## src/rtl/uart_tx_fifo.sv

```systemverilog
// uart_tx_fifo: FIFO-buffered UART transmitter with configurable data width,
// runtime parity mode, one or two stop bits and a 16x baud-tick timebase
// shared with the companion receiver's 8-entry baud_select table.
module uart_tx_fifo #(
    parameter int CLK_HZ     = 50000000,
    parameter int DATA_WIDTH = 8,
    parameter int FIFO_DEPTH = 8
) (
    input  logic                        Clk,
    input  logic                        reset,
    input  logic [2:0]                  baud_select,
    input  logic [1:0]                  parity_mode,
    input  logic                        two_stop,
    input  logic                        Tx_EN,
    input  logic                        Tx_WR,
    input  logic [DATA_WIDTH-1:0]       Tx_DATA,
    output logic                        TxD,
    output logic                        Tx_BUSY,
    output logic                        Tx_FULL,
    output logic                        Tx_EMPTY,
    output logic [$clog2(FIFO_DEPTH):0] Tx_LEVEL,
    output logic                        Tx_OVERFLOW
);

    localparam int AW = $clog2(FIFO_DEPTH);
    localparam int LW = AW + 1;

    // Rounded divisors: one baud tick every D cycles, 16 ticks per bit.
    localparam int DIV_0 = (CLK_HZ + 8 * 300)    / (16 * 300);
    localparam int DIV_1 = (CLK_HZ + 8 * 1200)   / (16 * 1200);
    localparam int DIV_2 = (CLK_HZ + 8 * 4800)   / (16 * 4800);
    localparam int DIV_3 = (CLK_HZ + 8 * 9600)   / (16 * 9600);
    localparam int DIV_4 = (CLK_HZ + 8 * 19200)  / (16 * 19200);
    localparam int DIV_5 = (CLK_HZ + 8 * 38400)  / (16 * 38400);
    localparam int DIV_6 = (CLK_HZ + 8 * 57600)  / (16 * 57600);
    localparam int DIV_7 = (CLK_HZ + 8 * 115200) / (16 * 115200);
    // The slowest rate has the largest divisor and sets the counter width.
    localparam int DW    = $clog2(DIV_0 + 1);

    typedef enum logic [2:0] {
        S_IDLE   = 3'd0,
        S_START  = 3'd1,
        S_DATA   = 3'd2,
        S_PARITY = 3'd3,
        S_STOP   = 3'd4
    } state_t;

    // Map a rate index onto its cycles-per-tick divisor.
    function automatic logic [DW-1:0] f_baud_div(input logic [2:0] sel);
        logic [DW-1:0] div;
        case (sel)
            3'd0:    div = DW'(DIV_0);
            3'd1:    div = DW'(DIV_1);
            3'd2:    div = DW'(DIV_2);
            3'd3:    div = DW'(DIV_3);
            3'd4:    div = DW'(DIV_4);
            3'd5:    div = DW'(DIV_5);
            3'd6:    div = DW'(DIV_6);
            default: div = DW'(DIV_7);
        endcase
        return div;
    endfunction

    // Even parity is the XOR of the data bits; odd parity is its inverse.
    function automatic logic f_parity(input logic [DATA_WIDTH-1:0] data, input logic [1:0] mode);
        return (^data) ^ (mode == 2'b10);
    endfunction

    logic [DATA_WIDTH-1:0] r_mem [FIFO_DEPTH];
    logic [AW-1:0]         r_wr_ptr;
    logic [AW-1:0]         r_rd_ptr;
    logic [LW-1:0]         r_level;
    logic                  r_full;
    logic                  r_empty;
    logic                  r_ovf;

    state_t                r_state;
    logic                  r_txd;
    logic                  r_busy;
    logic [DW-1:0]         r_div;
    logic [DW-1:0]         r_baud_cnt;
    logic [3:0]            r_tick_cnt;
    logic [2:0]            r_bit_cnt;
    logic                  r_stop_cnt;
    logic [DATA_WIDTH-1:0] r_shift;
    logic                  r_par_bit;
    logic                  r_par_en;
    logic                  r_two_stop;

    logic                  w_pop;
    logic                  w_push;
    logic                  w_drop;
    logic                  w_tick;
    logic                  w_bit_end;
    logic [LW-1:0]         w_level_nxt;

    // A frame starts (and the head is popped) only from IDLE with the transmitter enabled.
    assign w_pop     = (r_state == S_IDLE) && Tx_EN && !r_empty;
    // A full FIFO still accepts a word when the head leaves in the same cycle.
    assign w_push    = Tx_WR && Tx_EN && (!r_full || w_pop);
    assign w_drop    = Tx_WR && !w_push;
    assign w_tick    = (r_baud_cnt == (r_div - 1'b1));
    assign w_bit_end = w_tick && (r_tick_cnt == 4'd15);

    // Next occupancy: push and pop together leave the level unchanged.
    always_comb begin
        w_level_nxt = r_level;
        if (w_push && !w_pop) begin
            w_level_nxt = r_level + 1'b1;
        end else if (w_pop && !w_push) begin
            w_level_nxt = r_level - 1'b1;
        end else begin
            w_level_nxt = r_level;
        end
    end

    // FIFO storage; contents need no reset because the pointers define validity.
    always_ff @(posedge Clk) begin
        if (w_push) begin
            r_mem[r_wr_ptr] <= Tx_DATA;
        end
    end

    // FIFO pointers, occupancy flags and the dropped-write pulse.
    always_ff @(posedge Clk) begin
        if (reset) begin
            r_wr_ptr <= '0;
            r_rd_ptr <= '0;
            r_level  <= '0;
            r_full   <= 1'b0;
            r_empty  <= 1'b1;
            r_ovf    <= 1'b0;
        end else begin
            if (w_push) begin
                r_wr_ptr <= r_wr_ptr + 1'b1;
            end
            if (w_pop) begin
                r_rd_ptr <= r_rd_ptr + 1'b1;
            end
            r_level <= w_level_nxt;
            r_full  <= (w_level_nxt == LW'(FIFO_DEPTH));
            r_empty <= (w_level_nxt == LW'(0));
            r_ovf   <= w_drop;
        end
    end

    // Frame sequencer: baud timing, frame shadow registers and the registered line outputs.
    always_ff @(posedge Clk) begin
        if (reset) begin
            r_state    <= S_IDLE;
            r_txd      <= 1'b1;
            r_busy     <= 1'b0;
            r_div      <= '0;
            r_baud_cnt <= '0;
            r_tick_cnt <= 4'd0;
            r_bit_cnt  <= 3'd0;
            r_stop_cnt <= 1'b0;
            r_shift    <= '0;
            r_par_bit  <= 1'b0;
            r_par_en   <= 1'b0;
            r_two_stop <= 1'b0;
        end else begin
            // Counters rest at zero in IDLE so the start bit begins cycle-exact.
            if (r_state == S_IDLE) begin
                r_baud_cnt <= '0;
                r_tick_cnt <= 4'd0;
            end else if (w_tick) begin
                r_baud_cnt <= '0;
                r_tick_cnt <= r_tick_cnt + 4'd1;
            end else begin
                r_baud_cnt <= r_baud_cnt + 1'b1;
            end

            case (r_state)
                S_IDLE: begin
                    if (w_pop) begin
                        r_shift    <= r_mem[r_rd_ptr];
                        r_par_bit  <= f_parity(r_mem[r_rd_ptr], parity_mode);
                        r_par_en   <= (parity_mode == 2'b01) || (parity_mode == 2'b10);
                        r_two_stop <= two_stop;
                        r_div      <= f_baud_div(baud_select);
                        r_state    <= S_START;
                        r_txd      <= 1'b0;
                        r_busy     <= 1'b1;
                    end else begin
                        r_txd      <= 1'b1;
                        r_busy     <= 1'b0;
                    end
                end
                S_START: begin
                    if (w_bit_end) begin
                        r_state   <= S_DATA;
                        r_bit_cnt <= 3'd0;
                        r_txd     <= r_shift[0];
                        r_shift   <= r_shift >> 1;
                    end
                end
                S_DATA: begin
                    if (w_bit_end) begin
                        if (r_bit_cnt == 3'(DATA_WIDTH - 1)) begin
                            r_stop_cnt <= 1'b0;
                            if (r_par_en) begin
                                r_state <= S_PARITY;
                                r_txd   <= r_par_bit;
                            end else begin
                                r_state <= S_STOP;
                                r_txd   <= 1'b1;
                            end
                        end else begin
                            r_bit_cnt <= r_bit_cnt + 3'd1;
                            r_txd     <= r_shift[0];
                            r_shift   <= r_shift >> 1;
                        end
                    end
                end
                S_PARITY: begin
                    if (w_bit_end) begin
                        r_state <= S_STOP;
                        r_txd   <= 1'b1;
                    end
                end
                S_STOP: begin
                    if (w_bit_end) begin
                        if (r_two_stop && !r_stop_cnt) begin
                            r_stop_cnt <= 1'b1;
                        end else begin
                            r_state <= S_IDLE;
                            r_busy  <= 1'b0;
                        end
                    end
                end
                default: begin
                    r_state <= S_IDLE;
                    r_txd   <= 1'b1;
                    r_busy  <= 1'b0;
                end
            endcase
        end
    end

    assign TxD         = r_txd;
    assign Tx_BUSY     = r_busy;
    assign Tx_FULL     = r_full;
    assign Tx_EMPTY    = r_empty;
    assign Tx_LEVEL    = r_level;
    assign Tx_OVERFLOW = r_ovf;

endmodule

```

## config.mk

```make
export PLATFORM = sky130hd
export DESIGN_NAME = uart_tx_fifo
export DESIGN_NICKNAME = d
export VERILOG_FILES = /design/src/rtl/uart_tx_fifo.sv
export SDC_FILE = /design/constraint.sdc
export NUM_CORES = 1
export LEC_CHECK = 0
export CORE_UTILIZATION = 50
export CTS_CLUSTER_DIAMETER = 80
export DETAILED_ROUTE_END_ITERATION = 10
export PLACE_DENSITY = 0.67
export RECOVER_POWER = 25
export SYNTH_ARGS = -nofsm -noshare
export SYNTH_HDL_FRONTEND = slang
export SYNTH_SLANG_ARGS = --single-unit
```

## constraint.sdc

```tcl
create_clock -name Clk -period 3.1 [get_ports Clk]
set_input_delay 0.62 -clock Clk [delete_from_list [all_inputs] [get_ports Clk]]
set_output_delay 0.62 -clock Clk [all_outputs]
set_load 0.005 [all_outputs]
```

==> results of run 1 <==
[sequential cells by signal (all words and copies together), names as in the netlist, 3 cells and up, named ones only]
name and count:
r_wr_ptr 3, r_div 12, Tx_LEVEL 4, r_mem 64, r_bit_cnt 3, r_state 3, r_shift 8, r_rd_ptr 3
r_tick_cnt 4, r_baud_cnt 14
[area by class of cell]
type / instances / area (sq um) / area share, %
Sequential cell: 130 / 3240 / 45.0
Clock inverter: 14 / 153 / 2.12
Clock buffer: 18 / 429 / 5.95
Timing Repair Buffer: 51 / 448 / 6.21
Tap cell: 147 / 184 / 2.55
Multi-Input combinational cell: 387 / 2690 / 37.3
Inverter: 17 / 63.8 / 0.885
[routing by layer]
| layer | wire length, microns | GRT usage (%) |
|---|---|---|
| met1 | 5590 | 27.0 |
| met2 | 6510 | 37.3 |
| met3 | 455 | 5.35 |
| met4 | 186 | 8.09 |
| met5 | 0 | 0 |
[cell families (layout without fill, tap and decap cells)]
| logic type | Yosys count | in the layout | synth area share, % |
|---|---|---|---|
| buf+inv | 51 | 100 | 3.27 |
| xor+xnor | 42 | 42 | 6.23 |
| simple gates | 198 | 198 | 16.4 |
| flops | 130 | 130 | 53.0 |
| fa+ha+maj | 10 | 10 | 2.04 |
| mux | 35 | 35 | 8.17 |
| compound gates | 102 | 102 | 11.0 |
[synthesized netlist by cell type, types with 3 or more instances]
library cell	instances
a21o_1	6
nor3b_1	5
nor2b_1	4
mux4_2	12
xnor2_1	20
dfxtp_1	66
nor3_1	14
edfxtp_1	64
a31oi_1	4
clkbuf_1	23
buf_2	7
and3_1	4
ha_1	10
and2_1	5
nor4b_1	3
inv_1	17
o21a_1	3
a221oi_1	3
a311oi_1	5
nor2_1	70
mux2i_1	23
a21oi_1	43
o21ai_0	10
nand3_1	19
nor4_1	6
xor2_1	21
nand2b_1	3
nand4_1	9
or3_1	7
buf_1	4
or2_2	4
o21bai_1	3
nand2_1	33
a211oi_1	6
[path summary, 6_finish.rpt]
| path | from | end | cells past startpoint |
|---|---|---|---|
| min | r_shift[3] | r_shift[3] | 2 |
| min reg2reg | r_shift[3] | r_shift[3] | 2 |
| max reg2reg | r_div[5] | r_shift[0] | 7 |
| max | r_div[5] | r_shift[0] | 7 |
[power breakdown]
group	switching [mW]	internal, mW
clock	0.757	1.19
sequential	0.0939	1.88
combinational	0.467	0.410
[worst reg2reg max path: stages (launching register included)]
cell	delay [ps]
dfxtp_1	400
or4_1	630
nor4_2	280
xnor2_1	170
a21oi_1	380
nand4_2	380
a221oi_1	420
a311oi_1	100
==> impl_metrics.ini, run 1 <==
[outcome]
status = completed

[placement]
placed_area_sq_mm = 0.00663
gp_congestion = 0.874
place_worst_setup_slack_ps = 272
io_buffers = 26
post-dp-hpwl_microns = 8900
dp_cells = 732

[layout]
fillCellCount = 980
syn2layout_area_growth_pct = 17.8
fin_area_sq_mm = 0.00721
fin_nets = 632
final_cell_mix = nor2_1 (70), dfxtp_1 (66), edfxtp_1 (64)
finish.utilization_pct = 60.3
layout_commonest_cell = nor2_1
fin_cells = 764
num_antenna_cells = 0
drive_above_1_share_pct = 13.1

[route]
drt-initial-drc-count = 367
via_count = 4356
dr.pass1.iters = 4
via_per_inst = 5.70
detail-route-antenna-nets = 0
routedWlPerCell_microns = 16.7
drc = 0
finalWirelength_microns = 12700

[critical_path]
cp-end-kind = register
arrival_ps = 3170
path_buf_inv = 0
crit_fanout = 14
crit_slowest_cell = or4_1
critical_path_class = register to register
worstSetupStartpointType = register
path_cells = or4_1 -> nor4_2 -> xnor2_1 -> a21oi_1 -> nand4_2 -> a221oi_1 -> a311oi_1
crit_required_ps = 3380
r2r_slack_ps = 200
critical-path-max-stage-delay_ps = 630
cp_top_family = simple AND/OR/NAND/NOR gates

[yosys]
syn_inst = 568
syn_nets = 596
yosysTopAreaCellShare_pct = 31.4
synth_area_leaders = edfxtp_1 (31%), dfxtp_1 (22%), mux4_2 (4.4%), nor2_1 (4.3%), mux2i_1 (3.8%)
synth_edf_count = 64
synthArstFlopShare_pct = 0
avgSynthCellArea_sq_um = 10.8
synth-warning-count = 0
yosysSeqAreaShare_pct = 53.0
ys_seq_elements = 130
synthesis.area_sq_mm = 0.00612
synth_top_cell_by_area = edfxtp_1
ys_types = 59
ys.flop_type = dfxtp_1

[sta]
fmax_ghz = 0.345
slew_violations = 0
slew_headroom_pct = 47.8
worst_pin_slew_ps = 777
finalCriticalPeriod_ps = 2900
finalSetupTns_ps = 0
setup_ws_ps = 202
setup_viol = 0
finClkSkew_ps = 11.0
finalHoldViolCount = 0
rsz0062_at_grt = false
finalCritPeriodShare_pct = 93.5
worst_hold_slack_ps = 465

[clock_tree]
cts_root_buf = clkbuf_16
htree_levels = 4
path_clk_slew_ps = 60
post-cts-setup-buffers = 0
clock_latency_ps = 420
cts_buffers = 17
cts_resized = 0
cts.path.max_buffers = 2
cts_hold_buf = 0
cts_tree = yes
cts.sinks = 130

[die]
die_h_microns = 113
ioPinCount = 27
die_area_sq_mm = 0.0127
num_rows = 40
core_area_sq_mm = 0.0120
fp.dieW_microns = 113
start_util_pct = 51.2

[pwr]
ir_worst_vdd_v = 0.000477
power_leakage_nw = 2.52
powerDensity_mw_per_mm2 = 666
power_mw = 4.80

[run]
cap_violations = 0

[global_routing]
grt_max_degree = 39
antenna_found_initial = 0
grt_overflow = 0
grt_pass1_wl_microns = 21200
grt_usage_pct = 21.9
grt_pass1_vias = 4297

[worst_hold_path]
hold_path.class = register to register
Note: power is estimated with default switching activity, not from simulation.
==> inputs of run 2 (changes only) <==
CTS_CLUSTER_SIZE = 12   (was not set)
TNS_END_PERCENT = 1   (was not set)
==> results of run 2 <==
The final DEF is identical to that of run 1; final timing and power are the same.
